==> src/rtl/mul_controller.sv <==
// Control FSM for a repeated-addition multiplier: fetches A then B, clears P, adds A into P
// until the B counter reaches zero, then pulses done. Optional abort support via MUL_ABORT_EN.
module mul_controller #(
  parameter int CNT_W = 16
) (
  input  logic             clk,
  input  logic             rst,
  input  logic             start,
  input  logic             op_valid,
  input  logic             eqz,
`ifdef MUL_ABORT_EN
  input  logic             abort,
  output logic             aborted,
`endif
  output logic             op_req,
  output logic             op_sel,
  output logic             lda,
  output logic             ldb,
  output logic             clrp,
  output logic             ldp,
  output logic             decb,
  output logic             busy,
  output logic             done,
  output logic [CNT_W-1:0] iter_cnt
);

  typedef enum logic [2:0] {
    IDLE   = 3'd0,
    LOAD_A = 3'd1,
    LOAD_B = 3'd2,
    ADD    = 3'd3,
    DONE   = 3'd4
  } state_t;

  state_t state;
  logic   abort_hit;

`ifdef MUL_ABORT_EN
  assign abort_hit = abort && (state != IDLE);
`else
  assign abort_hit = 1'b0;
`endif

  // Datapath strobes are Mealy so operands and additions land without an extra cycle of latency.
  always_comb begin
    lda  = 1'b0;
    ldb  = 1'b0;
    clrp = 1'b0;
    ldp  = 1'b0;
    decb = 1'b0;
    if (!abort_hit) begin
      case (state)
        LOAD_A: lda = op_valid;
        LOAD_B: begin
          ldb  = op_valid;
          clrp = op_valid;
        end
        ADD: begin
          ldp  = !eqz;
          decb = !eqz;
        end
        default: ;
      endcase
    end
  end

  always_ff @(posedge clk) begin
    if (rst) begin
      state    <= IDLE;
      iter_cnt <= '0;
      op_req   <= 1'b0;
      op_sel   <= 1'b0;
      busy     <= 1'b0;
      done     <= 1'b0;
`ifdef MUL_ABORT_EN
      aborted  <= 1'b0;
`endif
    end else begin
      done <= 1'b0;
`ifdef MUL_ABORT_EN
      aborted <= abort_hit;
`endif
      if (abort_hit) begin
        state  <= IDLE;
        op_req <= 1'b0;
        op_sel <= 1'b0;
        busy   <= 1'b0;
      end else begin
        case (state)
          IDLE: begin
            if (start) begin
              state    <= LOAD_A;
              iter_cnt <= '0;
              busy     <= 1'b1;
              op_req   <= 1'b1;
              op_sel   <= 1'b0;
            end
          end
          LOAD_A: begin
            if (op_valid) begin
              state  <= LOAD_B;
              op_sel <= 1'b1;
            end
          end
          LOAD_B: begin
            if (op_valid) begin
              state  <= ADD;
              op_req <= 1'b0;
              op_sel <= 1'b0;
            end
          end
          ADD: begin
            // The counter wraps naturally at 2^CNT_W.
            if (eqz) begin
              state <= DONE;
              done  <= 1'b1;
            end else begin
              iter_cnt <= iter_cnt + {{(CNT_W-1){1'b0}}, 1'b1};
            end
          end
          DONE: begin
            state <= IDLE;
            busy  <= 1'b0;
          end
          default: begin
            state  <= IDLE;
            op_req <= 1'b0;
            op_sel <= 1'b0;
            busy   <= 1'b0;
          end
        endcase
      end
    end
  end

endmodule

==> config.mk <==
export PLATFORM = sky130hd
export DESIGN_NAME = mul_controller
export DESIGN_NICKNAME = d
export VERILOG_FILES = /design/src/rtl/mul_controller.sv
export SDC_FILE = /design/constraint.sdc
export NUM_CORES = 1
export LEC_CHECK = 0
export BUFFER_PORTS_ARGS = -buffer_cell sky130_fd_sc_hd__buf_2
export CAP_MARGIN = 40
export CORE_ASPECT_RATIO = 1.5
export CORE_UTILIZATION = 52
export DETAILED_ROUTE_END_ITERATION = 12
export PLACE_DENSITY = 0.75
export SLEW_MARGIN = 40
export SYNTH_ARGS = -nofsm -noshare
export SYNTH_HDL_FRONTEND = slang
export SYNTH_SLANG_ARGS = --single-unit
==> constraint.sdc <==
create_clock -name clk -period 2.35 [get_ports clk]
set_clock_uncertainty 0.1 [all_clocks]
set_input_delay 0 -clock clk [delete_from_list [all_inputs] [get_ports clk]]
set_output_delay 0 -clock clk [all_outputs]
set_load 0.1 [all_outputs]
Word level (Yosys, flattened, before mapping). Cells that the tools add are included.

Word-level logic and storage cells: 51. Memory bits (read-only): 0. Memories kept: 0. Register bits: 23. Bits in latches: 0. Memory bits (writable): 0.

Shift-type cells: 0. Equality and inequality tests: 9. Add/subtract/negate cells: 1. Magnitude comparators: 0. Reduce and logical (&&, ||, !) cells: 12. Multipliers: 0. Divide/modulo/power cells: 0. Bitwise gates (word level): 4. Multiplexer cells: 19.

Operator list (number): $mux W16 (2); $pmux W16 S2 (1); $add A16 B1 Y16 const B (1); $mux W3 (4); $pmux W3 S4 (1); $ne A2 B2 Y1 const B (5); $mux W1 (8); $reduce_and A4 Y1 (2); $eq A3 B2 Y1 const B (2); $reduce_and A3 Y1 (2); $reduce_or A3 Y1 (2); $not A1 Y1 (4); $pmux W1 S4 (1); $reduce_or A2 Y1 (2); $eq A3 B1 Y1 const B (1); $eq A3 B3 Y1 const B (1); $logic_not A3 Y1 (1); $pmux W1 S3 (1); $pmux W1 S2 (1); $reduce_and A2 Y1 (1); $reduce_bool A2 Y1 (1); $logic_not A1 Y1 (1).

Logic depth before layout (Yosys ltp). Gate-level depths: netlist of run 1.

Depth in word-level cells: 4. Depth in mapped cells: 5. Mapped depth without buffers: 5.

Least setup slack after synthesis of run 1. OpenSTA, ideal clock, no wires.

Path kind: register to output. From: reg state[1]. To: out ldb. Stages on the path, launching flop included: 5. Data arrival time: 3.424 ns. Slack: -1.174 ns. Path through: dfxtp_1 clkbuf_1 nand2_1 nor3_1 buf_4.

Longest elaborated chain between the ends: 2.

Ends and longest elaborated chain: start, declared (RTL line 35) `state_t state;`; start signal, assigned (RTL line 69) `state <= IDLE;`; start signal, assigned (RTL line 84) `state <= IDLE;`; start signal, assigned (RTL line 92) `state <= LOAD_A;`; $eq A3 B2 Y1; $mux W1; end, declared (RTL line 18) `output logic ldb,`.

No other way between the ends.

Final worst setup path of run 1.
From: reg state[0]. To: reg iter_cnt[15].

Longest elaborated chain between the ends: 3. Elaborated cells on any way between the ends: 7. Those cells by class: eq/ne: 3; mux: 1; reduce/logical: 3.

Ends and longest elaborated chain: $eq A3 B2 Y1 / $logic_not A3 Y1 (equally long branches) (RTL line 89) `case (state)`; $ne A2 B2 Y1 (no line) / $reduce_bool A2 Y1 (equally long branches); $reduce_and A3 Y1 (no line); end signal, assigned (RTL line 118) `iter_cnt <= iter_cnt + {{(CNT_W-1){1'b0}}, 1'b1};`; end, declared (RTL line 24) `output logic [CNT_W-1:0] iter_cnt`.

Parallel ways exist; a longest one is shown, timed or not. A chain may end at the register's enable or synchronous reset.

==> results of run 1 <==
==> per-stage QoR <==
stage	power, W	hold slack (ns)	util, %
after CTS	0.000737	0.00765	63.8
after global placement	0.000556	0.217	61.2
after global routing	0.000768	0.0513	63.8
after detailed placement	0.000559	0.229	61.2
after floorplan	0.000540	0.0666	-
final	0.000730	0.0198	63.8
==> registers in the layout (all words and copies together), names as in the netlist <==
| register | count |
|---|---|
| busy | 1 |
| done | 1 |
| iter_cnt | 16 |
| op_req | 1 |
| op_sel | 1 |
| state | 3 |
==> repair_timing <==
| action | CTS | global route |
|---|---|---|
| endpoints found under the hold margin | 7 | 0 |
| hold buffers | 3 | 0 |
| buffers inserted | 0 | 0 |
==> power groups by stage <==
stage                     Sequential, W  Combinational (W)  Clock [W]
after detailed placement       0.000421           0.000138          0
after global placement         0.000420           0.000136          0
after global routing           0.000415           0.000151   0.000203
final                          0.000412           0.000141   0.000177
after floorplan                0.000456          0.0000844          0
after CTS                      0.000412           0.000142   0.000183
==> Yosys cell counts (3+ instances only) <==
library cell / instances / share of area, %
clkbuf_1: 6 / 1.8
nand4_1: 5 / 2.6
xnor2_1: 8 / 5.8
inv_1: 7 / 2.2
or3_1: 3 / 1.5
mux2i_1: 3 / 2.5
nand3_1: 4 / 1.6
nand2b_1: 3 / 1.5
nand2_1: 7 / 2.2
nor3_1: 5 / 2.1
a211oi_1: 5 / 3.1
dfxtp_1: 23 / 38
a21oi_1: 9 / 3.7
nor2_1: 13 / 4.0
==> cell families after synthesis <==
kind of cell,share of synthesized area (%)
and+or+nand+nor,25.3
xor gates and xnor gates,5.76
buffers and inverters,6.17
AOI/OAI and AO/OA,21.5
muxes,2.47
adders and majority gates,1.03
DFF,37.8
==> metal layers <==
| layer | vias to the layer above | GRT usage, % | part of all wire, % |
|---|---|---|---|
| met5 | - | 0 | 0 |
| met4 | 0 | 10.1 | 0.78 |
| met3 | 2 | 1.76 | 2.4 |
| met2 | 25 | 39.3 | 54 |
| met1 | 524 | 24.8 | 43 |
| li1 | 563 | - | - |
==> critical path, delay by kind of cell (launching register included) <==
kind	cells	cell delay, ns
DFF	1	0.47
AOI/OAI and AO/OA	3	0.87
and+or+nand+nor	1	0.55
==> cells in the final DEF, fill, tap and decap left out, types with 3 or more instances in the layout <==
master | Yosys | final
buf_2 | 0 | 29
dfxtp_1 | 23 | 21
nor2_1 | 13 | 12
a21oi_1 | 9 | 9
xnor2_1 | 8 | 8
nand2_1 | 7 | 7
inv_1 | 7 | 7
a211oi_1 | 5 | 5
nand4_1 | 5 | 5
nor3_1 | 5 | 4
nand3_1 | 4 | 4
nand2b_1 | 3 | 3
mux2i_1 | 3 | 3
or3_1 | 3 | 3
clkbuf_4 | 0 | 3
dlygate4sd3_1 | 0 | 3
==> how the worst min path moves through the flow <==
stage,slack [ns],cells after the start,start,endpoint
final,0.02,4,op_valid,state[0]
after global routing,0.05,4,op_valid,state[0]
after CTS,0.008,4,op_valid,state[0]
after detailed placement,0.23,2,rst,iter_cnt[1]
after global placement,0.22,2,eqz,state[2]
after floorplan,0.07,1,eqz,done
==> cell type report <==
| cell class | instances | area (µm²) |
|---|---|---|
| Clock buffer | 4 | 26.3 |
| Fill cell | 208 | 810 |
| Inverter | 7 | 26.3 |
| Multi-Input combinational cell | 99 | 689 |
| Sequential cell | 23 | 463 |
| Tap cell | 23 | 28.8 |
| Timing Repair Buffer | 34 | 190 |
==> metrics.md, run 1 <==
| Metric | Value |
|---|---|
| Area Overhead vs Synth | 17.0% |
| Worst setup EP type | flop |
| Slew HR | 54.9% |
| Async SR Flop Fraction | 0% |
| Req. time, crit path | 2.44 ns |
| Final hold viol count | 0 |
| Mapped Cells | 138 |
| Worst-skew pair later-pin latency | about 0.3 ns |
| Final worst slack | roughly 0.25 ns |
| Mapped Area | roughly 1200 µm² |
| Dpl cells | 183 |
| Crit path to | iter_cnt[15] |
| Crit path max fanout | 14 |
| CP Cell Sequence | or3b_4 > a2111oi_4 > a31o_2 > a21oi_1 |
| IO Port Bufs | 29 |
| Outcome | complete, no violations |
| Sequential power share | 56.5% |
| Total CTS buffers | 3 |
| # resized after CTS | 0 |
| Flop and latch count out of synthesis | 23 |
| Switching Fraction | 31.3% |
| Via Count | 1114 |
| CTS H-Tree Depth | 1 |
| Flop-to-flop setup slack | 0.25 ns |
| Number of max-cap violations | 0 |
| CP Launch Type | flop |
| CP Launch Point | state[0] |
| Finished Layout Cells | 190 |
| Setup tns final | 0 ns |
| Drt drc | 0 |
| WL final | 2550 µm |
| Row cnt | 21 |
| Reg clk slew, reported paths | 0.12 ns |
| DP Wirelength | 1920 µm |
| Post-synth cell types | 41 |
| Diode count | 0 |
| Die area | about 2500 µm² |
| Leakage | 0.554 nW |
| Post-Syn Area per Cell | 8.82 µm² |
| Worst hold path type | input port to flop |
| Syn_nets | 144 |
| Largest net degree at the start of global routing | 15 |
| Root buf cell | clkbuf_4 |
| Drt wl/cell | 13.4 µm |
| First-pass GRT wire length | roughly 4200 µm |
| R2R depth | 4 |
| Gr ovfl total | 0 |
| Worst R2R Start | state[0] |
| Slew Viols, Final | 0 |
| Net Sw Power | between 0.0002 and 0.00025 W |
| Critical Path AT | approximately 2.2 ns |
| EDFF count, synth | 0 |
| Final Cycle Share | 89.2% |
| F_max | 477 MHz |
| Combinational share of power | 19.4% |
| Worst path max stage delay | 0.59 ns |
| Final Critical Period | 2.10 ns |
| Clock tree buffer depth | 2 |
| Critical path type | flop to flop |
| DR iter-0 viols | 34 |
| Synth Flop Type | dfxtp_1 |
| Starting Density | 54.5% |
| Number of nets in the layout | 174 |
| Peak VDD IR | 0.000403 V |
| Vias in the first global route | 1035 |
| # clock sinks | 23 |
| Setup violators final | 0 |
| Internal cell power | 0.000502 W |
| Cell area after layout | 1420 µm² |
| Die Span Y | 61.3 µm |
| Power per cell area | 513 nW/µm² |
| Antenna Nets Post-Route | 0 |
| Crit-path slowest cell | a2111oi_4 |
| RSZ-0062 raised after global routing | no |
| Seq/Total Area, Yosys | 37.8% |
| DR pass1 iterations | 4 |
| GRT Total Usage | 21.2% |
| Worst Max-Slew Pin Slew | 0.667 ns |
| Share of cells above drive strength 1 | 28.1% |
| Reg-to-reg endpoint | iter_cnt[15] |
| Placed Area | roughly 1400 µm² |
| # IOs | 30 |
| Die width | 41.5 µm |
| Clock power frac | 24.2% |
| CTS tree | built |
| Drt via density | just under 6 |
| Pre-CTS setup slack | 0.292 ns |
| Core area | 2230 µm² |
| Yosys warns | 0 |
| Initial antenna violation count | 0 |
| Gpl congestion | 0.861 |
(Power assumes the default switching activity.)
==> run 2: changes to the inputs <==
Settings changed: PLACE_DENSITY 0.75 to 0.78.
==> run 2 against run 1 <==
- clock power about the same
- hold slack better by 0.017 ns
- die area is the same
- clock-buffer cell count stayed put
- routed wire length decreased by 1.8%
- first-iteration DRC count shrank 15%
- critical path depth unchanged
- worst setup slack better by 0.0023 ns
- design area rose by 0.18%
- largest cell class unchanged
- highest routed layer unchanged
==> metrics.md, run 2 (synthesis gave the netlist of run 1 again) <==
| Metric | Value |
|---|---|
| Overall power | 0.000732 W (was 0.000730 W) |
| Final hold viol count | 0 (unchanged) |
| Area Overhead vs Synth | 17.2% (was 17.0%) |
| Commonest non-fill, non-tap cell in the layout | buf_2 (unchanged) |
| Critical Path AT | 2.19 ns (about the same) |
| Drt drc | 0 (unchanged) |
| Worst-skew pair later-pin latency | 0.31 ns (was 0.30 ns) |
| Req. time, crit path | 2.45 ns (was 2.44 ns) |
| Slew Viols, Final | 0 (unchanged) |
| # resized after CTS | 0 (unchanged) |
| Max reg flops | 16 (unchanged) |
| Power per cell area | 513 nW/µm² (about the same) |
| Gpl congestion | 0.846 (was 0.861) |
| WL final | 2510 µm (was 2550 µm) |
| Diode count | 0 (unchanged) |
| Crit path max fanout | 13 (was 14) |
| DR iter-0 viols | 29 (was 34) |
| Final Critical Period | 2.10 ns (about the same) |
| Top Registers | iter_cnt (16), state (3) (unchanged) |
| Peak VDD IR | 0.000333 V (was 0.000403 V) |
| DR pass1 iterations | 4 (unchanged) |
| Most flops, register | iter_cnt (unchanged) |
| Number of max-cap violations | 0 (unchanged) |
| Most frequent cells in the layout | 29 x buf_2, 21 x dfxtp_1, 12 x nor2_1 (unchanged) |
| Largest net degree at the start of global routing | 15 (unchanged) |
| Gr ovfl total | 0 (unchanged) |
| Die width | 41.5 µm (unchanged) |
| Worst setup EP type | flop (unchanged) |
| Via Count | 1121 (was 1114) |
| DP Wirelength | 1840 µm (was 1920 µm) |
| Row cnt | 21 (unchanged) |
| Drt via density | 5.90 (was 5.86) |
| Fill count | 216 (was 208) |
| Number of nets in the layout | 174 (unchanged) |
| Drt wl/cell | 13.2 µm (was 13.4 µm) |
| Initial antenna violation count | 0 (unchanged) |
| Root buf cell | clkbuf_4 (unchanged) |
| # IOs | 30 (unchanged) |
| Die Span Y | 61.3 µm (unchanged) |
| Reg clk slew, reported paths | 0.12 ns (about the same) |
| WHS Path Cells | 5 (was 4) |
| Leakage | 0.554 nW (about the same) |
| R2R depth | 4 (unchanged) |
| Starting Density | 54.5% (unchanged) |
| GRT Total Usage | 21.3% (was 21.2%) |
| Final Cycle Share | 89.2% (about the same) |
| Clock tree buffer depth | 2 (unchanged) |
| Total CTS buffers | 3 (unchanged) |
| Worst Max-Slew Pin Slew | 0.613 ns (was 0.667 ns) |
| Die area | 2540 µm² (unchanged) |
| Setup violators final | 0 (unchanged) |
| # clock sinks | 23 (unchanged) |
| Worst hold path type | input port to flop (unchanged) |
| IO Port Bufs | 29 (unchanged) |
| RSZ-0062 raised after global routing | no (unchanged) |
| Antenna Nets Post-Route | 0 (unchanged) |
| First-pass GRT wire length | 4260 µm (was 4240 µm) |
| Critical path type | flop to flop (unchanged) |
| CTS H-Tree Depth | 1 (unchanged) |
| Share of cells above drive strength 1 | 27.5% (was 28.1%) |
| Slew HR | 58.6% (was 54.9%) |
| F_max | 477 MHz (about the same) |
| Outcome | complete, no violations (unchanged) |
| CTS tree | built (unchanged) |
| Vias in the first global route | 1017 (was 1035) |
| Core area | 2230 µm² (unchanged) |
| WHS | 0.0372 ns (was 0.0198 ns) |
| CP Launch Type | flop (unchanged) |
==> run 2: final cells by class <==
cell class              instances  area [µm²]  area share, %
flip-flops and latches         23         463           32.5
multi-input cells              99         689           48.3
clock buffers                   4        26.3           1.84
well taps                      23        28.8           2.02
repair buffers                 34         193           13.5
inverters                       7        26.3           1.84
==> run 2: report_power, final <==
group	leakage [nW]	internal (W)	total [W]	switching, W
clock network	0.0150	0.0000662	0.000179	0.000113
registers	0.187	0.000399	0.000412	0.0000137
logic	0.351	0.0000377	0.000141	0.000103
total	0.554	0.000503	0.000732	0.000230
==> run 2: routing by layer <==
metal / track usage (%) / share of wire, %
met5: 0 / 0
met4: 9.68 / 2.3
met3: 1.76 / 3.3
met2: 42.6 / 54
met1: 22.5 / 41
==> run 2: final timing paths <==
check	startpoint	to	slack, ns
max	state[1]	iter_cnt[9]	0.25
min	start	state[0]	0.04
max reg2reg	state[1]	iter_cnt[9]	0.25
min reg2reg	op_req	op_req	0.38
==> run 2: critical path, stage by stage (launching register included) <==
cell	delay [ns]
dfxtp_1	0.60
nand3b_2	0.31
a2111oi_4	0.68
a31o_2	0.24
a21oi_1	0.05
==> run 2: per-stage QoR <==
stage | cells | setup TNS, ns | cell area, µm² | setup slack (ns) | utilization [%]
floorplan | 138 | -0.220 | 1230 | -0.220 | -
global placement | 182 | 0 | 1360 | 0.346 | 60.9
detailed placement | 182 | 0 | 1360 | 0.281 | 60.9
CTS | 190 | 0 | 1430 | 0.251 | 63.9
global route | 190 | 0 | 1430 | 0.0683 | 63.9
finish | 190 | 0 | 1430 | 0.255 | 63.9
==> run 2: timing repair <==
item                                   CTS  global route
endpoints found under the hold margin    7             0
buffers inserted                         0             0
hold buffers                             4             0
